===== src/rtl/find_star_pixel.sv =====
// find_star_pixel: raster-scans a 160x120 pixel memory and reports the first star pixel.
//   clk         single clock
//   resetn      asynchronous active-low reset
//   go          level request; high starts a scan, low returns to idle
//   addressRead pixel memory read address (0 outside SCAN)
//   pixVal      pixel memory read data, valid one clk after addressRead
//   xIn, yIn    coordinate of the found pixel (held until the next hit)
//   starFound   high while a hit is held
//   noStar      high while a completed scan without a hit is held
// Optional build macro STAR_COLOUR_MATCH_EN: hit means pixVal == STAR_COLOUR;
// otherwise any non-black pixel is a hit.
module find_star_pixel #(
  parameter int xSz = 8,
  parameter int ySz = 7,
  parameter int X_MAX = 159,
  parameter int Y_MAX = 119,
  parameter logic [3:0] STAR_COLOUR = 4'h7
) (
  input  logic            clk,
  input  logic            resetn,
  input  logic            go,
  output logic [14:0]     addressRead,
  input  logic [3:0]      pixVal,
  output logic [xSz-1:0]  xIn,
  output logic [ySz-1:0]  yIn,
  output logic            starFound,
  output logic            noStar
);
  typedef enum logic [1:0] {IDLE, SCAN, FOUND, EMPTY} stateT;
  localparam logic [xSz-1:0] xLast = xSz'(X_MAX);
  localparam logic [ySz-1:0] yLast = ySz'(Y_MAX);
  stateT state;
  logic [xSz-1:0] x, xd;
  logic [ySz-1:0] y, yd;
  logic vd, hit, atEnd;
  logic [14:0] xw, yw;
`ifdef STAR_COLOUR_MATCH_EN
  assign hit = pixVal == STAR_COLOUR;
`else
  assign hit = pixVal != 4'h0;
`endif
  assign xw = 15'(x);
  assign yw = 15'(y);
  // y*160 as two shifts; address only presented while scanning
  assign addressRead = (state == SCAN) ? (yw << 7) + (yw << 5) + xw : '0;
  assign atEnd = (x == xLast) && (y == yLast);
  // (xd, yd, vd) tracks the address issued last cycle, which pixVal now answers
  always_ff @(posedge clk or negedge resetn) begin
    if (!resetn) begin
      state <= IDLE;
      x <= '0;
      y <= '0;
      xd <= '0;
      yd <= '0;
      vd <= 1'b0;
      xIn <= '0;
      yIn <= '0;
      starFound <= 1'b0;
      noStar <= 1'b0;
    end else if (!go) begin
      state <= IDLE;
      vd <= 1'b0;
      starFound <= 1'b0;
      noStar <= 1'b0;
    end else begin
      case (state)
        IDLE: begin
          state <= SCAN;
          x <= '0;
          y <= '0;
          vd <= 1'b0;
        end
        SCAN: begin
          if (vd && hit) begin
            state <= FOUND;
            xIn <= xd;
            yIn <= yd;
            starFound <= 1'b1;
          end else if (vd && xd == xLast && yd == yLast) begin
            state <= EMPTY;
            noStar <= 1'b1;
          end else begin
            xd <= x;
            yd <= y;
            vd <= 1'b1;
            // counter parks on the last pixel instead of wrapping to (0,0)
            if (!atEnd) begin
              x <= (x == xLast) ? '0 : x + 1'b1;
              if (x == xLast) y <= y + 1'b1;
            end
          end
        end
        FOUND, EMPTY: ;
      endcase
    end
  end
endmodule

===== config.mk =====
export PLATFORM = sky130hd
export DESIGN_NAME = find_star_pixel
export DESIGN_NICKNAME = d
export VERILOG_FILES = /design/src/rtl/find_star_pixel.sv
export SDC_FILE = /design/constraint.sdc
export NUM_CORES = 1
export LEC_CHECK = 0
export BUFFER_PORTS_ARGS = -buffer_cell sky130_fd_sc_hd__buf_4
export CAP_MARGIN = 20
export CORE_UTILIZATION = 40
export DETAILED_ROUTE_END_ITERATION = 6
export PLACE_DENSITY_LB_ADDON = 0.15
export REMOVE_ABC_BUFFERS = 1
export SLEW_MARGIN = 10
export SYNTH_ARGS = -nofsm -noshare
export SYNTH_HDL_FRONTEND = slang
export SYNTH_SLANG_ARGS = --single-unit

===== constraint.sdc =====
create_clock -name clk -period 3.5 [get_ports clk]
set_input_delay 0.7 -clock clk [delete_from_list [all_inputs] [get_ports clk]]
set_output_delay 0.7 -clock clk [all_outputs]
set_load 0.05 [all_outputs]

### Yosys cells after proc, flatten, opt, wreduce, memory -nomap -nowiden

Cells that the tools add are included.
W data, S select, Z words.

* add/subtract/negate cells: 4
* eq/ne operators: 17
* mux-type cells: 26
* bitwise gates (word level): 2
* reductions and logical operators: 15

Operators by type and width (number)
* $mux W8: 4
* $mux W7: 4
* $eq A8 B8 Y1 const B: 2
* $pmux W8 S2: 1
* $add A14 B12 Y15: 1
* $add A15 B8 Y15: 1
* $mux W15: 1
* $eq A7 B7 Y1 const B: 2
* $pmux W7 S2: 1
* $mux W1: 10
* $reduce_and A3 Y1: 3
* $add A8 B1 Y8 const B: 1
* $ne A2 B1 Y1 const B: 4
* $ne A2 B2 Y1 const B: 4
* $add A7 B1 Y7 const B: 1
* $mux W2: 3
* $ne A3 B3 Y1 const B: 2
* $reduce_and A6 Y1: 1
* $reduce_and A5 Y1: 1
* $logic_and A1 B1 Y1: 4
* $ne A4 B2 Y1 const B: 1
* $pmux W2 S2: 1
* $reduce_and A2 Y1: 2
* $reduce_and A4 Y1: 1
* 7 further kinds: 8

* flip-flop bits (word level): 50
* input bits: 7
* output and inout bits: 32
* word-level logic and storage cells: 74

### Longest topological paths before layout

* depth in word-level cells: 7
* depth in mapped cells: 9
* depth with buffers taken out: 9

### Least setup slack after synthesis

No wires, ideal clock.

* path kind: register -> output
* start point: register y[0]
* end point: output addressRead[13]
* arrival time: 2.889 ns
* data required time: 2.800 ns
* path slack: -0.089 ns
* cell stages (with the launch flop): 10
* buffers on the path: 0
* cell sequence: dfrtp_1 > inv_1 > fa_1 > inv_1 > ha_1 > a21oi_1 > o211ai_1 > nand2_1 > a21oi_1 > o21ai_0

* cells in the longest elaborated chain, start to end: 3

Ends and longest elaborated chain
* start: declaration: RTL line 34 `logic [ySz-1:0] y, yd;`
* start signal: assignment: RTL line 89 `if (x == xLast) y <= y + 1'b1;`
* $add A14 B12 Y15: RTL line 45 `assign addressRead = (state == SCAN) ? (yw << 7) + (yw << 5) + xw : '0;`
* $add A15 B8 Y15: RTL line 45
* $mux W15: RTL line 45
* end: declaration: RTL line 22 `output logic [14:0] addressRead,`

No other way between the ends.

### Worst setup path in the final report

* start point: register x[7]
* end point: output addressRead[13]

* cells in the longest elaborated chain, start to end: 2

Ends and longest elaborated chain
* start: declaration: RTL line 33 `logic [xSz-1:0] x, xd;`
* start signal: assignment: RTL line 88 `x <= (x == xLast) ? '0 : x + 1'b1;`
* $add A15 B8 Y15: RTL line 45
* $mux W15: RTL line 45

No other way between the ends.

==> results by group <==
Status
  • Run status: complete, but fails checks
  • Failing checks: DRC

Layout
  • Commonest cells after routing, fill and taps aside: buf_4, dfrtp_1, mux2_2
  • Relative area change from synthesis to final layout: 21.0%
  • Share of cells above drive strength 1: 0.350
  • Final design utilization: 0.511
  • Combined flip-flop and latch cell area: ~0.0013 mm²
  • Multi-input logic area: 0.00143 mm²
  • Filler instances: 613
  • Ant diodes: 0
  • Final net count: 323

Setup path
  • Worst-case reg-to-reg path depth: 6
  • Highest cell delay on the worst timing path: 0.60 ns
  • Critical Path Source: x[7]$_DFFE_PN0P_
  • Count of buffering cells on the critical path with inverters included: 3
  • Maximum net fanout on the critical path: 4
  • Startpoint types: flop
  • Worst Setup End Kind: output pin
  • Family of cells with the greatest summed delay on the critical path: adder cells
  • Crit path arrival time: 2.74 ns
  • CP required: 2.80 ns
  • Register-to-register path setup slack: 1.12 ns
  • Most numerous cell on the critical path: inv_2
  • Terminus of the critical flop-to-flop path: x[4]$_DFFE_PN0P_
  • Cell Chain, Critical Path: inv_2 -> fa_2 -> inv_2 -> ha_4 -> a21oi_2 -> o211ai_1 -> nand2_1 -> a2111o_1 -> o21ai_2 -> buf_6
  • Startpoint-to-endpoint class of the critical path: flop to output pin
  • Worst R2R Start: x[0]$_DFFE_PN0P_
  • Slowest stage cell, crit path: fa_2

Place
  • Post-detail-place hpwl: 4.06 mm
  • Final RePlAce weighted congestion: 0.747
  • Count of buffers inserted at the top-level ports: 38

Route
  • Average detailed-routed wire length per instance: 15.3 µm
  • Via-to-Cell Ratio: 5.49
  • Overall via count from detail_route: about 2100
  • First-pass DRT Iterations: 6
  • Number of DRC markers after the initial detailed-route iteration: 100
  • # DRC: 3
  • Remaining number of nets flagged by the antenna check after routing: 0
  • Aggregate routed wire length: 5.75 mm

Synthesis
  • Count of different cell masters after synthesis: 43
  • Portion of netlist area occupied by mux cells: 0.123
  • Flop and latch count out of synthesis: 50
  • Post-synthesis xor/xnor area fraction: 0.00638
  • Async set or reset register ratio after synthesis: 1.00
  • Number of synthesized flops with an enable pin: 0
  • Synth Instances: 250
  • Average instance area after synthesis: 11.0 µm²
  • Primary flip-flop cell chosen by synthesis mapping: dfrtp_1
  • Synth Area in Compound Gates: 0.148
  • Post-synthesis adder-cell area fraction: 0.0830
  • Post-Synth Simple-Gate Area: 0.151
  • Dominant combinational cell family by area after synthesis: simple AND/OR/NAND/NOR gates
  • Mapped Area: 0.00274 mm²
  • Syn. warnings: 0
  • Share of the yosys chip area belonging to registers: 0.456

STA
  • Worst hold-check slack: 0.418 ns
  • Worst clock skew: 0.00554 ns
  • Final Hold Violating Endpoints: 0
  • Part of the cycle the worst path needs: 0.984
  • Crit path time final: 3.44 ns
  • Slew @ Worst Pin: 0.641 ns
  • Worst slew margin relative to its limit: 0.573
  • Max Transition Viols Final: 0
  • Finish-stage setup viols: 0
  • RSZ-0062 raised after global routing: true
  • Fmax: approximately 0.29 GHz

Die
  • Total number of placement rows: 29
  • Initial core utilization: 0.422
  • Core Footprint: between 0.006 and 0.007 mm²
  • Die extent in y: roughly 85 µm
  • I/O pin count: 39
  • Die outline area: roughly 0.0072 mm²
  • Chip Width: between 80 and 90 µm

CTS
  • Clock edge transition at the registers on the reported setup and hold paths: 0.09 ns
  • Insertion delay to the later sink of the worst-skew pair: roughly 0.30 ns
  • TritonCTS clock tree: built
  • Buffers from clock root to sink, at most: 2
  • Clock buffers created by TritonCTS: 5
  • CTS Sinks: 50
  • Buffer cell driving the clock tree root: clkbuf_8
  • Hold-fix buffer count after cts: 0
  • CTS H-tree depth: 2

Power and ir drop
  • Peak supply drop: between 0.2 and 0.3 mV
  • Power density of the placed cells: 480 mW/mm²
  • Post-layout total power: roughly 1.6 mW
  • Leak Pwr: between 1.5 and 2 nW

GRT
  • Total grt overflow: 0
  • Via count of the first global-routing pass: 1878
  • Overall global routing resource usage: 0.161
  • Number of antenna violations at the first check in global routing: 0
  • Maximum number of pins on one net before global-route repair: 51
  • Global-route wire length before repair: 9.20 mm

Hold path
  • Type of the tightest min-delay check: input pin to async pin

Run
  • Max-cap violations: 0
==> through the flow <==
stage          instances  setup WS, ns  TNS [ns]  area (µm²)
6_report             377        0.0562         0        3320
3_5_place_dp         364         0.274         0        3140
3_3_place_gp         364         0.339         0        3140
2_1_floorplan        243       -0.0889    -0.151        2710
5_1_grt              377       -0.0989   -0.0989        3320
4_1_cts              373        0.0472         0        3260
==> cells by family (layout without fill, tap and decap cells) <==
family | after synthesis | after routing
compound gates | 57 | 57
xor+xnor | 2 | 2
fa+ha+maj | 17 | 17
buf+inv | 22 | 72
flops | 50 | 50
mux | 30 | 30
simple gates | 72 | 72
==> report_power, final <==
| group | internal (mW) | switching (mW) | total [mW] |
|---|---|---|---|
| Clock | 0.214 | 0.195 | 0.409 |
| Combinational | 0.176 | 0.295 | 0.471 |
| Sequential | 0.651 | 0.0609 | 0.712 |
==> worst max path at each step <==
stage,end,cells after the start
after floorplan,addressRead[13],9
after global placement,addressRead[13],10
after detailed placement,addressRead[13],10
after CTS,addressRead[13],10
after global routing,addressRead[13],10
final,addressRead[13],10
==> area by class of cell <==
| cell class | instances | area share |
|---|---|---|
| repair buffers | 49 | 0.112 |
| clock buffers | 5 | 0.0207 |
| inverters | 15 | 0.0170 |
| well taps | 77 | 0.0290 |
| flip-flops and latches | 50 | 0.378 |
| multi-input cells | 178 | 0.430 |
| clock inverters | 3 | 0.0132 |
==> metal layers <==
layer	GRT usage	share of wire	routed length, µm
met1	0.231	0.49	2800
met2	0.261	0.47	2710
met3	0.0263	0.039	225
met4	0.0308	0.0024	14
met5	0	0	0
==> synth_stat cells (3+ instances only) <==
| library cell | instances | area [µm²] |
|---|---|---|
| mux2_2 | 30 | 338 |
| a31oi_1 | 5 | 31.3 |
| a21oi_1 | 10 | 50.1 |
| dfrtp_1 | 50 | 1250 |
| nand4b_1 | 4 | 35.0 |
| buf_2 | 3 | 15.0 |
| nand4_1 | 4 | 25.0 |
| clkbuf_1 | 3 | 11.3 |
| o31ai_1 | 8 | 60.1 |
| o21ai_0 | 19 | 95.1 |
| and2_1 | 7 | 43.8 |
| and3_1 | 4 | 25.0 |
| inv_1 | 15 | 56.3 |
| nor2_1 | 21 | 78.8 |
| ha_1 | 15 | 188 |
| nand2_1 | 9 | 33.8 |
| nand3_1 | 9 | 45.0 |
==> state kept, by name (all words and copies together) (netlist names) <==
signal,flops
noStar,1
starFound,1
state,2
vd,1
x,8
xIn,8
xd,8
y,7
yIn,7
yd,7
==> timing repair <==
item                       CTS  global route
hold endpoints to repair     0             0
buffers inserted             1             4
gates resized for setup      0            12
setup endpoints to repair    3             3
pin swaps                    0             7
(Power assumes the default switching activity.)
